==> src/rtl/app_cmd_serializer.sv <==
// app_cmd_serializer
//   Transmit end of the app command link. Accepts a parallel device-select word
//   with a valid/ready handshake. It serializes the word onto a single line as
//   follows: a start bit (0), DATA_W data bits sent LSB first, an even parity
//   bit, and a stop bit (1). Each bit lasts BIT_PERIOD clock cycles. The block
//   buffers one frame only and has no queue.
//
//   State table
//     IDLE   | line at 1, ready to accept a command
//     START  | start bit (0) on the line
//     DATA   | data bit shift_reg[0] on the line, repeated DATA_W times
//     PARITY | even parity of the accepted word on the line
//     STOP   | stop bit (1); frame_done pulses as this state is left
//
// Ports
//   clk         in   clock, all state updates on rising edge
//   rst         in   asynchronous active-high reset
//   cmd_data    in   [DATA_W-1:0] device-select word (device_1 = bit 0)
//   cmd_valid   in   cmd_data valid this cycle
//   cmd_ready   out  high while IDLE
//   app_signal  out  serial line, registered, idle level 1
//   busy        out  high while a frame is in progress
//   frame_done  out  registered one-cycle pulse when the stop bit completes
module app_cmd_serializer #(
  parameter int DATA_W     = 4,
  parameter int BIT_PERIOD = 4
) (
  input  logic              clk,
  input  logic              rst,
  input  logic [DATA_W-1:0] cmd_data,
  input  logic              cmd_valid,
  output logic              cmd_ready,
  output logic              app_signal,
  output logic              busy,
  output logic              frame_done
);

  localparam int PW = (BIT_PERIOD > 1) ? $clog2(BIT_PERIOD) : 1;
  localparam int BW = (DATA_W > 1) ? $clog2(DATA_W) : 1;
  localparam logic [PW-1:0] PERIOD_LAST = PW'(BIT_PERIOD - 1);
  localparam logic [BW-1:0] BIT_LAST    = BW'(DATA_W - 1);

  typedef enum logic [2:0] {
    IDLE   = 3'd0,
    START  = 3'd1,
    DATA   = 3'd2,
    PARITY = 3'd3,
    STOP   = 3'd4
  } state_t;

  state_t            state;
  logic [DATA_W-1:0] shift_reg;
  logic [DATA_W-1:0] shift_next;
  logic              parity;
  logic [PW-1:0]     period_cnt;
  logic [BW-1:0]     bit_cnt;

  // The next data bit is taken from the shifted value, so the line level and
  // the shift register advance on the same edge.
  assign shift_next = shift_reg >> 1;

  assign cmd_ready = (state == IDLE);
  assign busy      = (state != IDLE);

  always_ff @(posedge clk or posedge rst) begin
    if (rst) begin
      state      <= IDLE;
      shift_reg  <= '0;
      parity     <= 1'b0;
      period_cnt <= '0;
      bit_cnt    <= '0;
      app_signal <= 1'b1;
      frame_done <= 1'b0;
    end else begin
      frame_done <= 1'b0;
      if (state == IDLE) begin
        app_signal <= 1'b1;
        if (cmd_valid) begin
          shift_reg  <= cmd_data;
          parity     <= ^cmd_data;
          period_cnt <= '0;
          bit_cnt    <= '0;
          state      <= START;
          app_signal <= 1'b0;
        end
      end else if (period_cnt != PERIOD_LAST) begin
        period_cnt <= period_cnt + 1'b1;
      end else begin
        period_cnt <= '0;
        unique case (state)
          START: begin
            state      <= DATA;
            bit_cnt    <= '0;
            app_signal <= shift_reg[0];
          end
          DATA: begin
            if (bit_cnt == BIT_LAST) begin
              state      <= PARITY;
              app_signal <= parity;
            end else begin
              bit_cnt    <= bit_cnt + 1'b1;
              shift_reg  <= shift_next;
              app_signal <= shift_next[0];
            end
          end
          PARITY: begin
            state      <= STOP;
            app_signal <= 1'b1;
          end
          STOP: begin
            state      <= IDLE;
            app_signal <= 1'b1;
            frame_done <= 1'b1;
          end
          default: begin
            state      <= IDLE;
            app_signal <= 1'b1;
          end
        endcase
      end
    end
  end

endmodule

==> config.mk <==
export PLATFORM = sky130hd
export DESIGN_NAME = app_cmd_serializer
export DESIGN_NICKNAME = d
export VERILOG_FILES = /design/src/rtl/app_cmd_serializer.sv
export SDC_FILE = /design/constraint.sdc
export NUM_CORES = 1
export LEC_CHECK = 0
export ABC_CLOCK_PERIOD_IN_PS = 2340
export CAP_MARGIN = 20
export CORE_MARGIN = 10
export CORE_UTILIZATION = 52
export DETAILED_ROUTE_END_ITERATION = 12
export PLACE_DENSITY = 0.76
export SLEW_MARGIN = 20
export SYNTH_ARGS = -nofsm -noshare
export SYNTH_HDL_FRONTEND = slang
export SYNTH_SLANG_ARGS = --single-unit
==> constraint.sdc <==
create_clock -name clk -period 2.34 [get_ports clk]
set_clock_uncertainty 0.15 [all_clocks]
set_input_delay 0.234 -clock clk [delete_from_list [all_inputs] [get_ports clk]]
set_output_delay 0.234 -clock clk [all_outputs]
set_load 0.03 [all_outputs]
==> results.md <==
* Reg-to-reg startpoint: state[0]$_DFFE_PP0P_
* RSZ-0062 raised after global routing: false
* FF+latch area at 352 sq um
* Synthesized flop and latch total at 14
* Total chip power at 1.07 mW
* Postcts setup bufs at 0
* Slowest CP cell: clkdlybuf4s50_1
* Crit path max fanout at 12
* Final hold vios at 0
* DP Area at 906 sq um
* Max clock buf depth at 2
* CTS Buf Count at 3
* 1st-iter DRT viols at 2
* GRT Total Usage at 0.0978
* CTS tree: built
* Synthesized area per cell at 11.7 sq um
* Maximum clock rate at 449 MHz
* R2R Setup Slk at 0.44 ns
* Gr ovfl total at 0
* Register area share after synthesis at 0.437
* Setup_tns at 0 ns
* EDFF count, synth at 0
* Clock root cell: clkbuf_4
* Relative slew slack at 0.651
* Post-synth top area share at 0.404
* Initial Utilization at 0.540
* Routability cong. at 0.729
* Top Family by Delay on Critical Path: buffers and inverters
* Cells resized by post-CTS repair at 0
* Diode count at 0
* Slew @ Worst Pin at 0.523 ns
* DRC violations left at 0
* Largest cells by area after synthesis: dfrtp_1 (40%), mux2_1 (7.0%), buf_6 (4.2%)
* WP data required at 1.96 ns
* Power Dens Cells at 1150 nW/um^2
* Post-synthesis compound-gate area fraction at 0.145
* Element type at the critical path end: output pin
* Synthesized netlist cell count at 69
* First-pass GRT wire length at 2640 microns
* Status: completed
* Post-Route Utilization at 0.626
* Worst-path cell chain: nor3_4 > clkdlybuf4s50_1
* Setup violators final at 0
* Vias in the first global route at 577
* WP buf/inv at 1
* Detailed placer's ending HPWL at 1190 microns
* Place WS at 0.332 ns
* Row count at 14
* Hold Crit Class: input pin to asynchronous set/reset pin
* Max reg flops at 4
* XOR/XNOR share of the synthesized area at 0.0327
* Drt via density at 5.72
* Reg2reg end: shift_reg[0]$_DFFE_PP0P_
* Multi-input gate area at 393 sq um
* Fraction of layout cells with a size suffix above 1 at 0.183
* Worst stage delay on the critical path at 0.72 ns
* Die area at 3520 sq um
* Synth area leader: dfrtp_1
* Syn nets at 78
* Wire per inst at 15.8 microns
* DRT Pass-1 Iters at 3
* Simple logic cell fraction of the synthesized area at 0.156
* FF-to-FF path depth at 4
* WL final at 1550 microns
* Synthesis warning total at 0
* Primary FF master, synth: dfrtp_1
* Vias at 561
* Layout net count at 92
* # port buffers at 10
* Tcrit/Tclk final at 0.952
* Crit path arrival time at 1.84 ns
* Final ANT Viol Nets at 0
* Unique masters post-synth at 31
* Core box area at 1490 sq um
* Initial antenna violation count at 0
* Pin count of the biggest net entering global routing at 16
* Largest family of logic cells by synthesized area: simple AND/OR/NAND/NOR gates
* Clk_lat worst skew at 0.28 ns
* Clk pin slew, worst setup/hold paths at 0.08 ns
* Crit path kind: register to output pin
* Startpoint types: register
* Min setup slack post-route at 0.113 ns
* Fin crit period at 2.23 ns
* Die width at 59.3 microns
* Clock sinks at 14
* Post-Syn Area at 805 sq um
* Maximum vdd drop at 0.593 mV
* Die Y at 59.3 microns
* Area grow syn2layout at 15.9%
* Ports at 11
* Finished Cell Area at 932 sq um
* FILL cells at 130
* Adder-cell area share of the yosys netlist at 0.0311
* Mux contribution to synthesized area at 0.124
* CP startpoint: state[0]$_DFFE_PP0P_
* Final slew viol count at 0
* Ys async rst share at 1.00
* Post-CTS Hold Buffers at 0
* Max Cap Viol at 0
* Clock H-tree levels at 1
* Lkg Pwr at 0.394 nW
worst max path at each step:
stage                                to  slack [ns]  depth (start not counted)
2_1_floorplan  shift_reg[0]$_DFFE_PP0P_        0.47                          4
3_3_place_gp     bit_cnt[0]$_DFFE_PP0P_        0.37                          4
3_5_place_dp     bit_cnt[1]$_DFFE_PP0P_        0.33                          4
4_1_cts                       cmd_ready         0.1                          2
5_1_grt                       cmd_ready        0.03                          2
6_report                      cmd_ready        0.11                          2
power by group:
part / internal [mW] / switching [mW]
logic: 0.247 / 0.241
clock network: 0.0662 / 0.0737
registers: 0.350 / 0.0914
worst register-to-register path: stages (launching register included):
cell and delay (ns):
dfrtp_1 0.54, nor3_4 0.30, buf_4 0.19, mux2_1 0.34, mux2_2 0.27
per-stage QoR:
step	instances	hold slack (ns)
floorplan	69	-0.0275
finish	98	0.133
global placement	94	0.326
detailed placement	94	0.330
global route	98	0.184
CTS	98	0.154
Yosys cell counts (all sizes together) (2+ instances only):
library cell,instances
o21ai,5
o31ai,2
dfrtp,13
nand2,2
buf,3
mux2,8
a22o,2
nor4,3
ha,2
inv,7
xnor2,3
nand3b,3
nand4,2
layer usage:
metal / share of wire / wire (microns) / track usage
met1: 0.44 / 676 / 0.118
met4: 0.0097 / 15 / 0.0295
met5: 0 / 0 / 0
met2: 0.51 / 793 / 0.147
met3: 0.043 / 66 / 0.0494
placed cells by master (no fill, tap or decap):
cell type,netlist,final
a21boi_2,1,1
mux2_2,3,3
buf_4,0,2
nand2b_1,1,1
mux2_1,5,5
a311o_1,1,1
and3_1,1,1
mux2i_1,1,1
clkbuf_1,0,1
nor4_1,3,3
nor2_1,1,1
a311oi_1,1,1
a31oi_4,1,1
xnor2_1,3,3
inv_2,1,1
dfrtp_1,13,13
nand3b_1,2,2
clkdlybuf4s50_1,0,10
a22o_1,2,2
nand4bb_1,1,1
clkbuf_4,0,3
nor3_4,1,1
dfstp_2,1,1
a211oi_1,1,1
o21ai_1,1,1
o21ai_0,4,4
or3b_4,1,1
nand3_1,1,1
inv_1,6,6
nand4_1,2,2
o31ai_1,2,2
nand2_1,2,2
ha_1,2,2
nand3b_2,1,1
layout make-up:
class	instances	area share
Multi-Input combinational cell	45	0.421
Tap cell	16	0.0215
Inverter	7	0.0282
Timing Repair Buffer	12	0.123
Clock buffer	4	0.0282
Sequential cell	14	0.377
logic make-up (layout without fill, tap and decap cells):
group	after synthesis	after routing
AND/OR/NAND/NOR	17	17
AO/OA/AOI/OAI	14	14
flip-flops	14	14
buffers and inverters	10	23
multiplexers	9	9
XOR/XNOR	3	3
adder cells (fa/ha/maj)	2	2
(Power assumes the default switching activity.)
